[src/rtl/zeus_vram_pkg.sv]
// -----------------------------------------------------------------------------
// zeus_vram_pkg
//   Shared constants and types for the VRAM port arbitration logic.
//   - VRAM_AW / VRAM_DW / VRAM_BEW : VRAM word address, data and byte-enable widths
//   - REQ_*                        : fixed requester slot assignments
//   - arb_state_t                  : arbiter FSM state encoding
//   - rr_next()                    : round-robin successor, wrapping past slot 0
// -----------------------------------------------------------------------------
package zeus_vram_pkg;

    localparam int VRAM_AW  = 15;
    localparam int VRAM_DW  = 32;
    localparam int VRAM_BEW = 4;

    localparam int REQ_COMPOSITOR = 0;
    localparam int REQ_L0         = 1;
    localparam int REQ_L1         = 2;
    localparam int REQ_CPU        = 3;

    typedef enum logic [1:0] {
        ARB_IDLE = 2'd0,
        ARB_BUSY = 2'd1,
        ARB_DONE = 2'd2
    } arb_state_t;

    // Slot following 'grant' in the round-robin ring 1..num_req-1.
    // Slot 0 is never part of the ring.
    function automatic int rr_next(input int grant, input int num_req);
        return (grant + 1 >= num_req) ? 1 : grant + 1;
    endfunction

endpackage

[src/rtl/rr_priority_picker.sv]
// -----------------------------------------------------------------------------
// rr_priority_picker
//   Combinational winner selection for the VRAM arbiter.
//   Slot 0 (compositor) wins whenever its strobe is high; otherwise the first
//   set strobe at or after rr_ptr wins, searching rr_ptr..NUM_REQ-1 then 1..
//   Ports:
//     strobe  in   NUM_REQ   pending request strobes
//     rr_ptr  in   PW        round-robin start slot, always in 1..NUM_REQ-1
//     grant   out  PW        winning slot index (0 when valid is low)
//     valid   out  1         at least one strobe is high
// -----------------------------------------------------------------------------
module rr_priority_picker
    import zeus_vram_pkg::*;
#(
    parameter int NUM_REQ = 4,
    parameter int PW      = $clog2(NUM_REQ)
) (
    input  logic [NUM_REQ-1:0] strobe,
    input  logic [PW-1:0]      rr_ptr,
    output logic [PW-1:0]      grant,
    output logic               valid
);

    // One extra bit so rr_ptr + offset cannot overflow before the wrap.
    localparam logic [PW:0] N_ALL = (PW + 1)'(NUM_REQ);
    localparam logic [PW:0] N_RR  = (PW + 1)'(NUM_REQ - 1);

    logic [PW:0] cand;

    // NOTE: every variable driven here gets a default first, so no path can
    // leave it holding its old value and infer a latch.
    always_comb begin
        grant = '0;
        valid = 1'b0;
        cand  = '0;
        if (strobe[REQ_COMPOSITOR]) begin
            grant = PW'(REQ_COMPOSITOR);
            valid = 1'b1;
        end else begin
            for (int k = 0; k < NUM_REQ - 1; k++) begin
                cand = {1'b0, rr_ptr} + (PW + 1)'(k);
                // Wrap from NUM_REQ-1 back to 1, skipping slot 0.
                if (cand >= N_ALL) begin
                    cand = cand - N_RR;
                end
                if (!valid && strobe[cand[PW-1:0]]) begin
                    grant = cand[PW-1:0];
                    valid = 1'b1;
                end
            end
        end
    end

endmodule

[src/rtl/vram_arbiter.sv]
// -----------------------------------------------------------------------------
// vram_arbiter
//   Shares the single 32-bit VRAM port between NUM_REQ strobe/ack requesters.
//   Slot 0 is the real-time compositor palette fetch with fixed top priority;
//   slots 1..NUM_REQ-1 are served round-robin. One transaction in flight.
//   Parameters:
//     NUM_REQ   requester count, 2..8
//     TIMEOUT   BUSY cycles before aborting a transaction; 0 = never abort
//   Ports:
//     clk_i, rst_i              clock, asynchronous active-high reset
//     req_strobe_i/we_i         per-requester request and write flag
//     req_addr_i/wdata_i/be_i   per-requester address, data, byte enables
//     req_ack_o                 one-hot completion pulse
//     req_rdata_o, req_err_o    read data and timeout flag, valid with ack
//     mem_strobe_o/we_o/addr_o/wdata_o/be_o   registered VRAM request
//     mem_ack_i, mem_rdata_i    VRAM completion and read data
// -----------------------------------------------------------------------------
module vram_arbiter
    import zeus_vram_pkg::*;
#(
    parameter int NUM_REQ = 4,
    parameter int TIMEOUT = 255
) (
    input  logic                          clk_i,
    input  logic                          rst_i,
    input  logic [NUM_REQ-1:0]            req_strobe_i,
    input  logic [NUM_REQ-1:0]            req_we_i,
    input  logic [NUM_REQ*VRAM_AW-1:0]    req_addr_i,
    input  logic [NUM_REQ*VRAM_DW-1:0]    req_wdata_i,
    input  logic [NUM_REQ*VRAM_BEW-1:0]   req_be_i,
    output logic [NUM_REQ-1:0]            req_ack_o,
    output logic [VRAM_DW-1:0]            req_rdata_o,
    output logic                          req_err_o,
    output logic                          mem_strobe_o,
    output logic                          mem_we_o,
    output logic [VRAM_AW-1:0]            mem_addr_o,
    output logic [VRAM_DW-1:0]            mem_wdata_o,
    output logic [VRAM_BEW-1:0]           mem_be_o,
    input  logic                          mem_ack_i,
    input  logic [VRAM_DW-1:0]            mem_rdata_i
);

    localparam int PW = $clog2(NUM_REQ);
    localparam int CW = (TIMEOUT > 0) ? $clog2(TIMEOUT + 1) : 1;
    // Counter value at which the final BUSY cycle is running; only meaningful
    // when TIMEOUT is non-zero.
    localparam logic [CW-1:0] TMO_LAST = CW'(TIMEOUT - 1);

    arb_state_t           state;
    logic [PW-1:0]        rr_ptr;
    logic [PW-1:0]        grant_q;
    logic [PW-1:0]        pick_grant;
    logic                 pick_valid;
    logic [CW-1:0]        tmo_cnt;
    logic                 timeout_hit;
    logic [NUM_REQ-1:0]   grant_onehot;

    assign timeout_hit  = (TIMEOUT != 0) && (tmo_cnt == TMO_LAST);
    assign grant_onehot = NUM_REQ'(1) << grant_q;

    rr_priority_picker #(
        .NUM_REQ (NUM_REQ),
        .PW      (PW)
    ) u_picker (
        .strobe  (req_strobe_i),
        .rr_ptr  (rr_ptr),
        .grant   (pick_grant),
        .valid   (pick_valid)
    );

    // NOTE: state is updated with non-blocking assignments so every register
    // in this block sees the pre-edge values of the others.
    // NOTE: every register, including the data-carrying ones, is reset: the
    // VRAM controller and requesters see clean zeros while rst_i is high.
    always_ff @(posedge clk_i or posedge rst_i) begin
        if (rst_i) begin
            state        <= ARB_IDLE;
            rr_ptr       <= PW'(1);
            grant_q      <= '0;
            tmo_cnt      <= '0;
            req_ack_o    <= '0;
            req_rdata_o  <= '0;
            req_err_o    <= 1'b0;
            mem_strobe_o <= 1'b0;
            mem_we_o     <= 1'b0;
            mem_addr_o   <= '0;
            mem_wdata_o  <= '0;
            mem_be_o     <= '0;
        end else begin
            case (state)
                ARB_IDLE: begin
                    if (pick_valid) begin
                        grant_q      <= pick_grant;
                        mem_strobe_o <= 1'b1;
                        mem_we_o     <= req_we_i[pick_grant];
                        mem_addr_o   <= req_addr_i[int'(pick_grant)*VRAM_AW +: VRAM_AW];
                        mem_wdata_o  <= req_wdata_i[int'(pick_grant)*VRAM_DW +: VRAM_DW];
                        mem_be_o     <= req_be_i[int'(pick_grant)*VRAM_BEW +: VRAM_BEW];
                        tmo_cnt      <= '0;
                        state        <= ARB_BUSY;
                    end
                end

                ARB_BUSY: begin
                    // A memory ack in the timeout cycle still counts as a
                    // normal completion, so it is tested first.
                    if (mem_ack_i) begin
                        mem_strobe_o <= 1'b0;
                        req_rdata_o  <= mem_rdata_i;
                        req_ack_o    <= grant_onehot;
                        req_err_o    <= 1'b0;
                        if (grant_q != PW'(REQ_COMPOSITOR)) begin
                            rr_ptr <= PW'(rr_next(int'(grant_q), NUM_REQ));
                        end
                        state <= ARB_DONE;
                    end else if (timeout_hit) begin
                        // Aborted transactions leave the ring pointer alone;
                        // only a real completion advances it.
                        mem_strobe_o <= 1'b0;
                        req_rdata_o  <= '0;
                        req_ack_o    <= grant_onehot;
                        req_err_o    <= 1'b1;
                        state        <= ARB_DONE;
                    end else if (TIMEOUT != 0) begin
                        tmo_cnt <= tmo_cnt + 1'b1;
                    end
                end

                ARB_DONE: begin
                    // No arbitration here: the acked requester gets this edge
                    // to drop its strobe before IDLE samples again.
                    req_ack_o <= '0;
                    req_err_o <= 1'b0;
                    tmo_cnt   <= '0;
                    state     <= ARB_IDLE;
                end

                default: begin
                    state <= ARB_IDLE;
                end
            endcase
        end
    end

endmodule

[config.mk]
export PLATFORM = sky130hd
export DESIGN_NAME = vram_arbiter
export DESIGN_NICKNAME = d
export VERILOG_FILES = /design/src/rtl/zeus_vram_pkg.sv /design/src/rtl/rr_priority_picker.sv /design/src/rtl/vram_arbiter.sv
export SDC_FILE = /design/constraint.sdc
export NUM_CORES = 1
export LEC_CHECK = 0
export CAP_MARGIN = 10
export CORE_AREA = 2 2 130 132
export DETAILED_ROUTE_END_ITERATION = 10
export DIE_AREA = 0 0 132 134
export GPL_TIMING_DRIVEN = 0
export HOLD_SLACK_MARGIN = 0.1
export PLACE_DENSITY = 0.74
export SLEW_MARGIN = 20
export SYNTH_ARGS = -nofsm -noshare
export SYNTH_HDL_FRONTEND = slang
export SYNTH_SLANG_ARGS = --single-unit
[constraint.sdc]
create_clock -name clk_i -period 10.1 [get_ports clk_i]
set_input_delay 1.515 -clock clk_i [delete_from_list [all_inputs] [get_ports clk_i]]
set_output_delay 1.515 -clock clk_i [all_outputs]
set_load 0.05 [all_outputs]
* Yosys cells after proc, flatten, opt, wreduce, memory -nomap -nowiden
Index checks and enable logic that the tools add are counted.
Operators by class: add/sub/neg operators 7, multipliers 1, div/mod/pow operators 0, order comparisons 8, eq/ne operators 7, shifts and indexed selects 4, multiplexer cells 45, bitwise logic cells 0, reductions and logical operators 17
Operator list (count):
- 128-bit by 8-bit indexed part select with 32-bit output | 1
- 32-bit two-way mux | 2
- 60-bit by 7-bit indexed part select with 15-bit output | 1
- 2-bit two-way mux | 14
- 8-bit two-way mux | 3
- 8-bit case mux with 3 select lines | 1
- 16-bit by 5-bit indexed part select with 4-bit output | 1
- 1-bit two-way mux | 15
- 2-bit by 3-bit < comparator with 1-bit output, second input constant | 4
- 3-bit greater-or-equal comparator, second input constant | 3
- 8-bit by 1-bit adder with 8-bit output, second input constant | 1
- 1-bit binary-select mux with 2-bit select | 4
- 8-bit equality test, second input constant | 1
- 4-bit two-way mux | 2
- 4-bit case mux with 2 select lines | 1
- 2-bit AND reduction | 4
- 2-bit nonzero test | 4
- 2-bit by 1-bit adder with 3-bit output, second input constant | 2
- 2-bit by 4-bit multiplier with 6-bit output, second input constant | 1
- 2-bit != test, second input constant | 3
- 3-bit AND reduction | 2
- 2-bit subtractor, second input constant | 3
- 1-bit case mux with 2 select lines | 2
- 2-bit case mux with 2 select lines | 1
- other kinds (11) | 13
Storage, ports and cells: bits in registers 104, bits in latches 0, bits in writable memories 0, memory bits (read-only) 0, input bits 247, output and inout bits 90, word-level logic and storage cells 101, memories kept 0

* Logic depth before layout (Yosys ltp)
word-level depth 17, depth in mapped cells 11, mapped depth without buffers 8

* By module
Synthesis repeated with hierarchy kept, for this count alone.
Second synthesis, totals: cells, all modules 365, area total of the unflattened synthesis 5560.3 um^2
By module, submodules not included:
- vram_arbiter | times used 1, cells an instance 346, area each 5358.9 um^2, seq. area each 2603.7 um^2
- rr_priority_picker | times used 1, cells an instance 19, area each 201.4 um^2, seq. area each 0.0 um^2

* Least setup slack after synthesis
No wires, ideal clock.
kind in2reg, start in req_strobe_i[2], end reg mem_be_o[0], setup time 0.142 ns, data arrival time 3.269 ns, required time 9.958 ns, path slack 6.689 ns, stages 8, path buffers 2, cells stage by stage mux4_1 > mux2i_1 > o22a_1 > a311oi_1 > or2_1 > buf_2 > clkbuf_1 > o221ai_1
On the way: word-level cells in the longest chain between the ends 13, elaborated cells on any way between the ends 22, those cells by class 1 x shift; 16 x mux; 5 x reduce/logical
Ends and longest elaborated chain:
- from (decl) | line vram_arbiter.sv:26 | input logic [NUM_REQ-1:0] req_strobe_i,
- 1-bit binary-select mux with 2-bit select | line rr_priority_picker.sv:46 | if (!valid && strobe[cand[PW-1:0]]) begin
- 1-bit two-way mux (implied by the code) | line rr_priority_picker.sv:46
- 1-bit two-way mux | line rr_priority_picker.sv:46
- 1-bit two-way mux | line rr_priority_picker.sv:36 | if (strobe[REQ_COMPOSITOR]) begin
- 1-bit logical NOT | line rr_priority_picker.sv:46
- 1-bit logical AND | line rr_priority_picker.sv:46
- 1-bit two-way mux | line rr_priority_picker.sv:46
- 1-bit two-way mux | line rr_priority_picker.sv:36
- 1-bit logical NOT | line rr_priority_picker.sv:46
- 1-bit logical AND | line rr_priority_picker.sv:46
- 2-bit two-way mux or 1-bit two-way mux (tied branches) | line rr_priority_picker.sv:46
- 2-bit two-way mux or 1-bit two-way mux (tied branches) | line rr_priority_picker.sv:36
- 16-bit by 5-bit indexed part select with 4-bit output or 2-bit AND reduction (tied branches)
- to (signal assigned) | line vram_arbiter.sv:98 | mem_be_o <= req_be_i[int'(pick_grant)*VRAM_BEW +: VRAM_BEW];
- to (decl) | line vram_arbiter.sv:38 | output logic [VRAM_BEW-1:0] mem_be_o,
Parallel ways exist; a longest one is shown, timed or not. The select of a mux whose other input is x is not followed. A chain may end at the register's enable or synchronous reset.

* Worst setup path in the final report
start in req_strobe_i[0], end reg mem_addr_o[2]
On the way: word-level cells in the longest chain between the ends 14, elaborated cells on any way between the ends 23, those cells by class 1 x mul; 1 x shift; 16 x mux; 5 x reduce/logical
Ends and longest elaborated chain:
- 1-bit binary-select mux with 2-bit select | line rr_priority_picker.sv:46
- 1-bit two-way mux (implied by the code) | line rr_priority_picker.sv:46
- 1-bit two-way mux | line rr_priority_picker.sv:46
- 1-bit two-way mux | line rr_priority_picker.sv:36
- 1-bit logical NOT | line rr_priority_picker.sv:46
- 1-bit logical AND | line rr_priority_picker.sv:46
- 1-bit two-way mux | line rr_priority_picker.sv:46
- 1-bit two-way mux | line rr_priority_picker.sv:36
- 1-bit logical NOT | line rr_priority_picker.sv:46
- 1-bit logical AND | line rr_priority_picker.sv:46
- 2-bit two-way mux | line rr_priority_picker.sv:46
- 2-bit two-way mux | line rr_priority_picker.sv:36
- 2-bit by 4-bit multiplier with 6-bit output | line vram_arbiter.sv:96 | mem_addr_o <= req_addr_i[int'(pick_grant)*VRAM_AW +: VRAM_AW];
- 60-bit by 7-bit indexed part select with 15-bit output | line vram_arbiter.sv:96
- to (signal assigned) | line vram_arbiter.sv:96
- to (decl) | line vram_arbiter.sv:36 | output logic [VRAM_AW-1:0] mem_addr_o,
Parallel ways exist; a longest one is shown, timed or not. The select of a mux whose other input is x is not followed.

==> reports/qor.yml <==
outcome:
  status: "complete, no violations"
setup_path:
  crit_required_ns: 10.35
  critPathCapture: "mem_addr_o[2]$_DFFE_PP0P_"
  startpoint_type: "input pin"
  arrival_ns: 4.32
  cp_max_fo: 10
  r2r_end: "mem_addr_o[2]$_DFFE_PP0P_"
  setup.worst_path.class: "input pin to flop"
  reg2reg_slack_ns: 6.87
  r2r-start: "rr_ptr[0]$_DFFE_PP1P_"
  reg2reg_depth: 8
  critPathCaptureType: "flop"
  cp-startpoint: "req_strobe_i[0]"
final_layout:
  regArea_mm2: 0.00260
  nets: 1082
  diodes: 0
  final_area_mm2: 0.00945
  syn2layout_area_growth_pct: 71.6
  num-fill-cells: 1375
  final_layout_size_suffix_gt1_share_pct: 5.05
  final_cell_count_no_fill: 1051
  multi_input_area_mm2: 0.00259
place:
  dpl-instance-area_mm2: 0.00918
  finalWeightedCongestion: 0.819
  pre_cts_ws_ns: 5.65
  dp_hpwl_mm: 15.6
  io_buffers: 336
  post-place-cells: 1035
logic_synthesis:
  synthAdderAreaFrac_pct: 2.05
  ys_top_cells_by_area: "dfrtp_1 47%, mux2i_1 19%, o221ai_1 8.3%"
  syn_area_mm2: 0.00551
  synthTopCellsByCount: "107 x mux2i_1, 103 x dfrtp_1, 67 x nand2_1"
  synth-async-reset-ratio_pct: 100
  synth_fp_nets: 734
  netlist-cell-type-count: 34
  yosys.area_share.simple_pct: 7.80
  yosys_warnings: 0
  syn_area_per_cell_um2: 11.5
  ys_seq_elements: 104
  synth_compound_area_share_pct: 15.1
  synth_top_area_share_pct: 46.8
  synth-xor-area-share_pct: 0.636
  synthFlopType: "dfrtp_1"
  post-synth-top-area-cell: "dfrtp_1"
  syn_inst: 478
  synth_top_family_by_area: "multiplexers"
  yosys.cell_count.top_type: "mux2i_1"
  synth_seq_area_share_pct: 47.3
  yosys-mux-area-fraction_pct: 21.6
  synth_edf_count: 0
floorplan:
  num_io_pins: 337
  die-area_mm2: 0.0177
  row_count: 47
  initial_core_util_pct: 33.8
  die_y_um: 134
  die_x_um: 132
  core_mm2: 0.0163
grt:
  grt_pass1_vias: 5758
  grt_max_degree: 73
  antenna_found_initial: 0
  grt_pass1_wl_mm: 30.7
  grt_use_total_pct: 21.8
  grt-ovfl-total: 0
run:
  maxCapViolCount: 0
cts:
  htree_num_levels: 3
  clk_path_buf_depth: 2
  cts_tree: "yes"
  cts_hold_buf: 0
  clk_latency_ns: 0.35
  clkSinkCount: 104
  postCtsResizedCells: 0
  cts.reportedPaths.clkPinSlew_ns: 0.07
  numCtsBuffers: 9
  clock-root-buffer: "clkbuf_16"
  cts_setup_buffers: 0
timing:
  rsz0062_at_grt: "no"
  skew_ns: 0.00561
  finalCritPeriodShare_pct: 40.3
  maxSlewHeadroom_pct: 60.8
  period_minus_slack_ns: 4.07
  tightest_slew_ns: 0.588
  layout_setup_ws_ns: 6.03
  setup_tns_ns: 0
  slew_violations: 0
  hold_violations: 0
  max_freq_mhz: 245
  finalSetupViolations: 0
power_and_ir_drop:
  p_sw_share_pct: 48.8
  p_int_mw: 1.61
  pwr_density_cell_mw_per_mm2: 333
  peakVddDrop_v: 0.000154
  combPwrFrac_pct: 66.3
  power_mw: 3.14
  p_leak_nw: 3.96
  switchingPower_mw: 1.53
  seqPwrFrac_pct: 23.3
  clkPwrFrac_pct: 10.4
worst_hold_path:
  min_path_type: "flop to flop"
routing:
  drt_pass1_iterations: 4
  detail_route.wl_per_cell_um: 18.5
  drt_iter0_drc: 185
  route.detailed.drc: 0
  antenna_left: 0
  vias_per_cell: 5.06
  vias: 5315
  wl_mm: 19.5
## power by group through the flow
| stage | Clock [mW] | Sequential [mW] | Combinational [mW] |
|---|---|---|---|
| 6_report | 0.327 | 0.734 | 2.08 |
| 5_1_grt | 0.357 | 0.756 | 2.21 |
| 4_1_cts | 0.338 | 0.734 | 2.10 |
| 3_5_place_dp | 0 | 0.735 | 2.10 |
| 3_3_place_gp | 0 | 0.730 | 2.06 |
| 2_1_floorplan | 0 | 1.31 | 0.821 |
## worst max-delay path: stages
cell             delay, ns
clkdlybuf4s50_1       0.53
mux4_1                0.61
mux2i_1               0.15
o22a_1                0.17
a311oi_1              0.29
nand3_1               0.40
clkbuf_1              0.36
o221ai_1              0.29
## worst min-delay path by stage
stage / depth (start not counted) / start / end
6_report: 2 / mem_strobe_o$_DFFE_PP0P_ / mem_strobe_o$_DFFE_PP0P_
3_5_place_dp: 2 / mem_wdata_o[13]$_DFFE_PP0P_ / mem_wdata_o[13]$_DFFE_PP0P_
4_1_cts: 2 / mem_wdata_o[13]$_DFFE_PP0P_ / mem_wdata_o[13]$_DFFE_PP0P_
2_1_floorplan: 2 / grant_q[1]$_DFFE_PP0P_ / grant_q[1]$_DFFE_PP0P_
5_1_grt: 2 / mem_wdata_o[26]$_DFFE_PP0P_ / mem_wdata_o[26]$_DFFE_PP0P_
3_3_place_gp: 2 / mem_strobe_o$_DFFE_PP0P_ / mem_strobe_o$_DFFE_PP0P_
## sequential cells by signal, summed over array words and instances (netlist names)
register / count
req_err_o: 1
tmo_cnt: 8
rr_ptr: 2
mem_we_o: 1
mem_be_o: 4
mem_addr_o: 15
state: 2
grant_q: 2
req_ack_o: 4
mem_wdata_o: 32
req_rdata_o: 32
mem_strobe_o: 1
## final cells by class
| class | count | area share (%) |
|---|---|---|
| Clock buffer | 10 | 2.42 |
| Inverter | 9 | 0.410 |
| Clock inverter | 6 | 0.463 |
| Sequential cell | 104 | 27.6 |
| Tap cell | 220 | 2.91 |
| Timing Repair Buffer | 337 | 35.9 |
| Buffer | 39 | 2.89 |
| Multi-Input combinational cell | 326 | 27.5 |
## cells by family (layout without fill, tap and decap cells)
kind of cell	Yosys count	in the layout
AO/OA/AOI/OAI	98	98
adder cells (fa/ha/maj)	9	9
XOR/XNOR	4	4
multiplexers	114	114
AND/OR/NAND/NOR	101	101
buffers and inverters	48	401
flip-flops	104	104
## stage by stage
stage	utilization, %	hold slack [ns]
floorplan	-	0.499
CTS	58.0	0.491
global placement	56.1	0.464
detailed placement	56.3	0.472
global route	58.0	0.525
finish	58.0	0.489
## layout by cell type, fill, tap and decap left out, types with 2 or more instances in the layout
cell type	Yosys	final
clkdlybuf4s50_1	0	336
mux2i_1	107	107
dfrtp_1	103	103
nand2_1	67	67
o221ai_1	52	52
a22o_1	32	32
clkbuf_1	22	23
nor2_1	10	10
nand3_1	9	9
ha_1	9	9
clkbuf_16	0	9
inv_1	9	8
buf_12	6	6
o21ai_0	5	5
buf_2	5	5
nand2b_1	4	4
a21oi_1	4	4
mux2_2	4	4
xor2_1	4	4
clkbuf_4	4	4
inv_6	0	3
and2_1	2	2
or3_1	2	2
mux4_2	2	2
a311oi_1	2	2
buf_4	2	2
nand4_1	2	2
clkinv_2	0	2
## routing by layer
layer	vias up	share of wire, %	global-route usage (%)
met5	-	0	0
met2	218	53	40.2
li1	2494	-	-
met4	0	2.3	8.57
met1	2573	38	24.9
met3	30	6.3	4.38
Note: power is estimated with default switching activity, not from simulation.
